$ cat src/rtl/flappy_pkg.sv
// flappy_pkg: game-wide types and constants shared by the pipe tracker,
// the score display and the other game blocks.
`default_nettype none

package flappy_pkg;

   localparam int ROWS      = 16;
   localparam int FLOOR_ROW = 15;
   localparam int CNT_W     = 8;
   localparam int ROW_W     = $clog2(ROWS);

   typedef enum logic [1:0] {
      IDLE    = 2'd0,
      CLEAR   = 2'd1,
      IN_PIPE = 2'd2,
      DEAD    = 2'd3
   } state_t;

endpackage

`default_nettype wire

$ cat src/rtl/pipe_tracker.sv
// pipe_tracker: follows the bird through the pipe in its column and emits a
// one-tick pass pulse per cleared pipe, a sticky lose flag and a debug count.
`default_nettype none

module pipe_tracker
   import flappy_pkg::*;
(
   input  logic             clk,
   input  logic             reset,
   input  logic             cycle,
   input  logic             start,
   input  logic [ROW_W-1:0] bird_row,
   input  logic [ROWS-1:0]  pipe_col,
   output logic             pass,
   output logic             lose,
   output logic [CNT_W-1:0] passed_cnt
);

   state_t           state_q, state_d;
   logic             pend_q, pend_d;
   logic             lose_q, lose_d;
   logic [CNT_W-1:0] cnt_q, cnt_d;
   logic             hit;
   logic             pipe_exit;

   assign hit = pipe_col[bird_row] | (bird_row == ROW_W'(FLOOR_ROW));

   always_comb begin
      state_d   = state_q;
      pend_d    = pend_q;
      lose_d    = lose_q;
      cnt_d     = cnt_q;
      pipe_exit = 1'b0;

      // DEAD is terminal, so ticks are ignored there; pending pass already 0.
      if (cycle && (state_q != DEAD)) begin
         pend_d = 1'b0;
         unique case (state_q)
            IDLE: begin
               if (start) state_d = CLEAR;
            end
            CLEAR: begin
               if (hit) begin
                  state_d = DEAD;
                  lose_d  = 1'b1;
               end else if (pipe_col != '0) begin
                  state_d = IN_PIPE;
               end
            end
            IN_PIPE: begin
               if (hit) begin
                  state_d = DEAD;
                  lose_d  = 1'b1;
               end else if (pipe_col == '0) begin
                  state_d   = CLEAR;
                  pipe_exit = 1'b1;
               end
            end
            default: begin
               state_d = state_q;
            end
         endcase

         if (pipe_exit) begin
            pend_d = 1'b1;
            if (cnt_q != '1) cnt_d = cnt_q + CNT_W'(1);
         end
      end
   end

   always_ff @(posedge clk or negedge reset) begin
      if (!reset) begin
         state_q <= IDLE;
         pend_q  <= 1'b0;
         lose_q  <= 1'b0;
         cnt_q   <= '0;
      end else begin
         state_q <= state_d;
         pend_q  <= pend_d;
         lose_q  <= lose_d;
         cnt_q   <= cnt_d;
      end
   end

   assign pass       = pend_q;
   assign lose       = lose_q;
   assign passed_cnt = cnt_q;

endmodule

`default_nettype wire

$ cat config.mk
export PLATFORM = sky130hd
export DESIGN_NAME = pipe_tracker
export DESIGN_NICKNAME = d
export VERILOG_FILES = /design/src/rtl/flappy_pkg.sv /design/src/rtl/pipe_tracker.sv
export SDC_FILE = /design/constraint.sdc
export NUM_CORES = 1
export LEC_CHECK = 0
export BUFFER_PORTS_ARGS = -buffer_cell sky130_fd_sc_hd__buf_4
export CAP_MARGIN = 20
export CORE_ASPECT_RATIO = 1.2
export CORE_UTILIZATION = 35
export DETAILED_ROUTE_END_ITERATION = 6
export PLACE_DENSITY = 0.66
export RECOVER_POWER = 50
export SETUP_SLACK_MARGIN = 0.02
export SYNTH_ARGS = -nofsm -noshare
export SYNTH_HDL_FRONTEND = slang
export SYNTH_SLANG_ARGS = --single-unit
$ cat constraint.sdc
create_clock -name clk -period 2.3 [get_ports clk]
set_input_delay 0 -clock clk [delete_from_list [all_inputs] [get_ports clk]]
set_output_delay 0 -clock clk [all_outputs]
set_load 0.02 [all_outputs]
==> impl_metrics.py, run 1 <==
metrics = {
    "floorplanning": {
        "die_height_um": 57.31,
        "ios": 34,
        "core_um2": 2354,
        "die_w_um": 48.09,
        "start_util": 0.3791,
        "rows": 19,
        "dieArea_um2": 2756,
    },
    "logic_synthesis": {
        "ys_ff_latch": 12,
        "ys_warn_count": 0,
        "synth_top_cell_by_area": "dfrtp_1",
        "synth.distinct_cells": 31,
        "avgSynthCellArea_um2": 11.44,
        "synth_common_cells": "dfrtp_1 (12), xor2_1 (6), ha_1 (5), nand3_1 (5)",
        "synth_edf_count": 0,
        "async_flop_share": 1.000,
        "yosys_most_used_dff": "dfrtp_1",
        "postSynthNetCount": 107,
        "synth_most_common_cell": "dfrtp_1",
        "synth_area_um2": 892.1,
        "syn_inst": 78,
        "synthDominantCellAreaShare": 0.3366,
        "ys_top_cells_by_area": "dfrtp_1 (34%), mux4_1 (8.8%), ha_1 (7.0%)",
        "seq_area_frac_synth": 0.3366,
    },
    "timing": {
        "slew_viol_final": 0,
        "finalCriticalPeriod_ns": 2.074,
        "slew_headroom": 0.5619,
        "clock.fmax_ghz": 0.4822,
        "post-route-period-util": 0.9017,
        "grt_setup_unrepaired": "no",
        "layout_setup_ws_ns": 0.2262,
        "clock_skew_ns": 0.002100,
        "hold_viol_final": 0,
        "worst_slew_pin_slew_ns": 0.6572,
        "setup_viol": 0,
        "finalSetupTns_ns": 0,
    },
    "job": {
        "cap_violations": 0,
    },
    "clocking": {
        "clock_path_buffers": 2,
        "postCtsSetupBuffers": 0,
        "cts_buffers": 3,
        "cts.clk_slew.worst_paths_ns": 0.08,
        "cts_root_buf": "clkbuf_4",
        "post_cts_resized": 0,
        "htreeDepth": 1,
        "cts_tree": "yes",
        "clock_sinks": 12,
        "clock_latency_ns": 0.28,
    },
    "routing": {
        "vias": 788,
        "drtIter0Drc": 3,
        "route.detailed.drc": 0,
        "ant_nets": 0,
        "post_drt_via_cell_ratio": 5.397,
        "routed_wl_mm": 1.924,
        "wl_per_cell_um": 13.18,
        "dr.pass1.iters": 3,
    },
    "hold_path": {
        "holdCritStartpoint": "cycle",
        "hold_path_end": "pass$_DFFE_PN0P_",
        "min_path_cells": 4,
        "hold_class": "input pin to flip-flop",
    },
    "critical_path": {
        "path_max_fanout": 8,
        "startpoint": "state_q[0]$_DFFE_PN0P_",
        "critPathLaunchType": "flip-flop",
        "arrival_ns": 2.25,
        "r2r_end": "passed_cnt[1]$_DFFE_PN0P_",
        "endpoint_kind": "flip-flop",
        "reg2reg_setup_slack_ns": 0.23,
        "reg2reg_from": "state_q[0]$_DFFE_PN0P_",
        "worstSetupPathType": "flip-flop to flip-flop",
        "ff2ff_path_depth": 6,
        "worstPathRequired_ns": 2.47,
    },
    "final_layout": {
        "fillers": 227,
        "antenna_cells": 0,
        "area_delta_synth_final_pct": 34.08,
        "final_nets": 145,
        "drive_gt1_frac": 0.3739,
    },
    "placement": {
        "dp_hpwl_mm": 1.634,
        "port_buffers": 33,
        "place_ws_ns": 0.1970,
        "gp_congestion": 0.8553,
    },
    "power": {
        "p_leak_nw": 0.5801,
        "vdd_drop_max_v": 0.0003400,
        "pwr_density_cell_nw_per_um2": 585.5,
        "total_power_mw": 0.7003,
    },
    "global_route": {
        "grt_util_all_layers": 0.1530,
        "grt_max_degree": 13,
        "grt_pass1_vias": 771,
        "overflow": 0,
        "antenna_found_initial": 0,
        "grt_pass1_wl_mm": 3.049,
    },
    "outcome": {
        "status": "complete, no violations",
    },
}
==> cell families (layout without fill, tap and decap cells) <==
group	after synthesis	in the layout	share of synthesized area
AO/OA/AOI/OAI	7	7	0.06312
flip-flops	12	12	0.3366
multiplexers	9	9	0.1725
XOR/XNOR	6	6	0.05891
adder cells (fa/ha/maj)	5	5	0.07013
AND/OR/NAND/NOR	32	32	0.2581
buffers and inverters	7	44	0.04067
==> placed cells by master, fill, tap and decap left out <==
cell type / n
dlygate4sd3_1: 1
o22ai_1: 1
o2111ai_1: 2
or2_2: 1
clkbuf_4: 3
xor2_1: 6
buf_4: 29
mux4_2: 1
mux2i_1: 3
nand4_1: 2
o311a_1: 1
nor4b_2: 2
clkbuf_8: 1
ha_1: 5
and3_1: 4
o21ai_0: 1
nor3b_1: 1
mux2_2: 2
nor4_2: 2
nor3_1: 2
or3_1: 1
a31o_2: 1
a221oi_1: 1
nand2_1: 1
nor2b_1: 2
nand3_1: 5
mux4_1: 3
dfrtp_1: 12
nand2b_1: 2
nor4_1: 4
clkbuf_1: 6
nor2_1: 2
inv_1: 4
nor4_4: 1
==> worst max-delay path, cell delays in order, from the launching register on <==
cell and delay [ns]:
dfrtp_1 0.44, ha_1 0.22, nor2b_1 0.15, nand2_1 0.06
or2_2 0.38, nor3_1 0.33, mux2_2 0.38
==> area by class of cell <==
type | count | area (um^2) | area share
clock buffer | 4 | 36.28 | 0.03033
inverter | 4 | 15.01 | 0.01255
multi-input combinational | 59 | 555.5 | 0.4644
sequential | 12 | 300.3 | 0.2510
tap | 31 | 38.79 | 0.03243
timing repair buffer | 36 | 250.2 | 0.2092
==> per-layer routing <==
metal | share of wire | up-vias | GRT usage
li1 | - | 377 | -
met4 | 0.020 | 0 | 0.07937
met1 | 0.38 | 374 | 0.1590
met5 | 0 | - | 0
met3 | 0.058 | 5 | 0.01582
met2 | 0.54 | 32 | 0.2799
==> sequential cells by signal, indices dropped and copies added (netlist names) <==
register and flops:
state_q 2, pass 1, lose 1, passed_cnt 8
==> what timing repair did <==
item,CTS,global route
hold buffers,1,0
hold endpoints to repair,12,0
setup endpoints to repair,0,0
==> report_power, final <==
group	internal [mW]	leakage, nW	switching [mW]
registers	0.230	0.158	0.0224
logic	0.133	0.401	0.142
clock network	0.0964	0.0210	0.0766
total	0.459	0.580	0.241
==> how the worst max path moves through the flow <==
stage                                           end
after floorplan           passed_cnt[1]$_DFFE_PN0P_
after global placement    passed_cnt[1]$_DFFE_PN0P_
after detailed placement  passed_cnt[1]$_DFFE_PN0P_
after CTS                 passed_cnt[1]$_DFFE_PN0P_
after global routing      passed_cnt[1]$_DFFE_PN0P_
final                     passed_cnt[1]$_DFFE_PN0P_
==> metrics by stage <==
step	instances	util	area (um^2)	hold WS, ns
6_report	146	0.5082	1196	0.1938
5_1_grt	146	0.5082	1196	0.2313
4_1_cts	146	0.5178	1219	0.09015
3_5_place_dp	141	0.4981	1172	-0.1499
3_3_place_gp	141	0.4981	1172	-0.1514
2_1_floorplan	78	-	892.1	-0.2956
Power figures use the tool's default switching activity.
==> run 2, diff against run 1 <==
==> constraint.sdc (replaced) <==
create_clock -name clk -period 2.1 [get_ports clk]
set_input_delay 0 -clock clk [delete_from_list [all_inputs] [get_ports clk]]
set_output_delay 0 -clock clk [all_outputs]
set_load 0.02 [all_outputs]
==> run 2 against run 1 <==
  * First-iteration DRC count fell by 33%
  * Sequential share of layout area fell by 0.29 points
  * Critical path depth stayed put
  * Design area rose by 1.2%
  * Sequential cell count is the same
  * Non-clock buffer count increased by 3
  * Count of clock-buffer cells in the layout shrank 1
  * Worst setup slack worse by 0.016 ns
  * Wire length grew 3.8%
  * Critical endpoint unchanged
==> impl_metrics.py, run 2 (synthesis results as in run 1) <==
metrics = {
    "outcome": {
        "status": "complete, no violations",
    },
    "final_layout": {
        "final_cell_mix": "buf_4 (32), dfrtp_1 (12), xor2_1 (6), clkbuf_1 (6)",
        "final_nets": 148,
        "largest_register_ffs": 8,
        "antenna_cells": 0,
        "area_delta_synth_final_pct": 35.62,
        "final_common_cell": "buf_4",
        "fin_area_um2": 1210,
        "drive_gt1_frac": 0.3932,
    },
    "critical_path": {
        "reg2reg_from": "state_q[0]$_DFFE_PN0P_",
        "arrival_ns": 2.05,
        "worstSetupPathType": "flip-flop to flip-flop",
        "endpoint": "passed_cnt[1]$_DFFE_PN0P_",
        "ff2ff_path_depth": 6,
        "critPathLaunchType": "flip-flop",
        "reg2reg_setup_slack_ns": 0.21,
        "endpoint_kind": "flip-flop",
        "worstPathRequired_ns": 2.26,
        "r2r_end": "passed_cnt[1]$_DFFE_PN0P_",
        "startpoint": "state_q[0]$_DFFE_PN0P_",
        "path_max_fanout": 6,
    },
    "hold_path": {
        "hold_class": "input pin to flip-flop",
    },
    "power": {
        "power.internal_mw": 0.4715,
        "p_sw_mw": 0.2664,
        "p_leak_nw": 0.5885,
        "p_sw_frac": 0.3610,
        "pwr-share-clk": 0.191,
        "vdd_drop_max_v": 0.0003934,
        "seqPwrFrac": 0.369,
        "pwr-share-comb": 0.439,
        "pwr_density_cell_nw_per_um2": 609.9,
    },
    "global_route": {
        "grt_max_degree": 13,
        "grt_util_all_layers": 0.1594,
        "overflow": 0,
        "grt_pass1_vias": 801,
        "antenna_found_initial": 0,
        "grt_pass1_wl_mm": 3.174,
    },
    "routing": {
        "drtIter0Drc": 2,
        "dr.pass1.iters": 3,
        "routed_wl_mm": 1.997,
        "wl_per_cell_um": 13.49,
        "route.detailed.drc": 0,
        "vias": 796,
        "post_drt_via_cell_ratio": 5.378,
        "ant_nets": 0,
    },
    "clocking": {
        "htreeDepth": 1,
        "cts.clk_slew.worst_paths_ns": 0.08,
        "cts_root_buf": "clkbuf_4",
        "clock_latency_ns": 0.27,
        "postCtsSetupBuffers": 0,
        "clock_sinks": 12,
        "cts_tree": "yes",
        "cts_buffers": 3,
        "clock_path_buffers": 2,
    },
    "floorplanning": {
        "rows": 19,
        "core_um2": 2354,
        "die_height_um": 57.31,
        "start_util": 0.3791,
        "die_w_um": 48.09,
        "dieArea_um2": 2756,
        "ios": 34,
    },
    "timing": {
        "finalCriticalPeriod_ns": 1.889,
        "post-route-period-util": 0.8997,
        "holdWs_ns": 0.2208,
        "clock.fmax_ghz": 0.5293,
        "setup_viol": 0,
        "clock_skew_ns": 0.005237,
        "worst_slew_pin_slew_ns": 0.6570,
        "hold_viol_final": 0,
        "grt_setup_unrepaired": "no",
        "finalSetupTns_ns": 0,
        "slew_viol_final": 0,
        "slew_headroom": 0.5620,
    },
    "placement": {
        "gp_congestion": 0.7851,
        "port_buffers": 33,
        "dp_hpwl_mm": 1.696,
        "placed_area_um2": 1195,
    },
    "job": {
        "cap_violations": 0,
    },
}
[run 2: layout make-up]
type,count,area (um^2)
Tap cell,31,38.79
Inverter,4,15.01
Sequential cell,12,300.3
Multi-Input combinational cell,59,560.5
Fill cell,232,1144
Timing Repair Buffer,39,272.8
Clock buffer,3,22.52
[run 2: worst max-delay path, stage by stage, from the launching register on]
cell and delay [ns]:
dfrtp_1 0.43, ha_1 0.21, nor2b_1 0.15, nand2_1 0.06
or2_2 0.35, nor3_2 0.23, mux2_2 0.36
[run 2: worst min path at each step]
stage / startpoint / to / slack [ns] / cells after the start
finish: cycle / pass$_DFFE_PN0P_ / 0.22 / 4
global route: cycle / pass$_DFFE_PN0P_ / 0.23 / 4
CTS: reset / passed_cnt[4]$_DFFE_PN0P_ / 0.10 / 2
detailed placement: reset / passed_cnt[4]$_DFFE_PN0P_ / -0.15 / 1
global placement: reset / passed_cnt[5]$_DFFE_PN0P_ / -0.15 / 1
floorplan: reset / lose$_DFFE_PN0P_ / -0.30 / 0
[run 2: through the flow]
stage                 util  total power [mW]  setup WS (ns)  cells
floorplan                -            0.4835        0.05716     78
global placement    0.5077            0.5864         0.1127    144
detailed placement  0.5077            0.6008        0.05369    144
CTS                 0.5215            0.7455         0.1260    148
global route        0.5141            0.7881        0.05467    148
finish              0.5141            0.7380         0.2106    148
[run 2: power by group through the flow]
stage | clock network, mW | logic, mW | registers, mW
floorplan | 0 | 0.211 | 0.273
global placement | 0 | 0.309 | 0.277
detailed placement | 0 | 0.323 | 0.277
CTS | 0.146 | 0.326 | 0.273
global route | 0.155 | 0.357 | 0.277
finish | 0.141 | 0.324 | 0.273
[run 2: what timing repair did]
action	CTS	global route
hold buffers	1	0
resized for setup	0	1
setup endpoints to repair	0	1
endpoints found under the hold margin	12	0
[run 2: per-layer routing]
metal  track usage  up-vias  share of wire
met3       0.01266        4          0.047
met2        0.2838       31           0.57
met5             0        -              0
li1              -      385              -
met1        0.1800      376           0.37
met4       0.07540        0          0.013
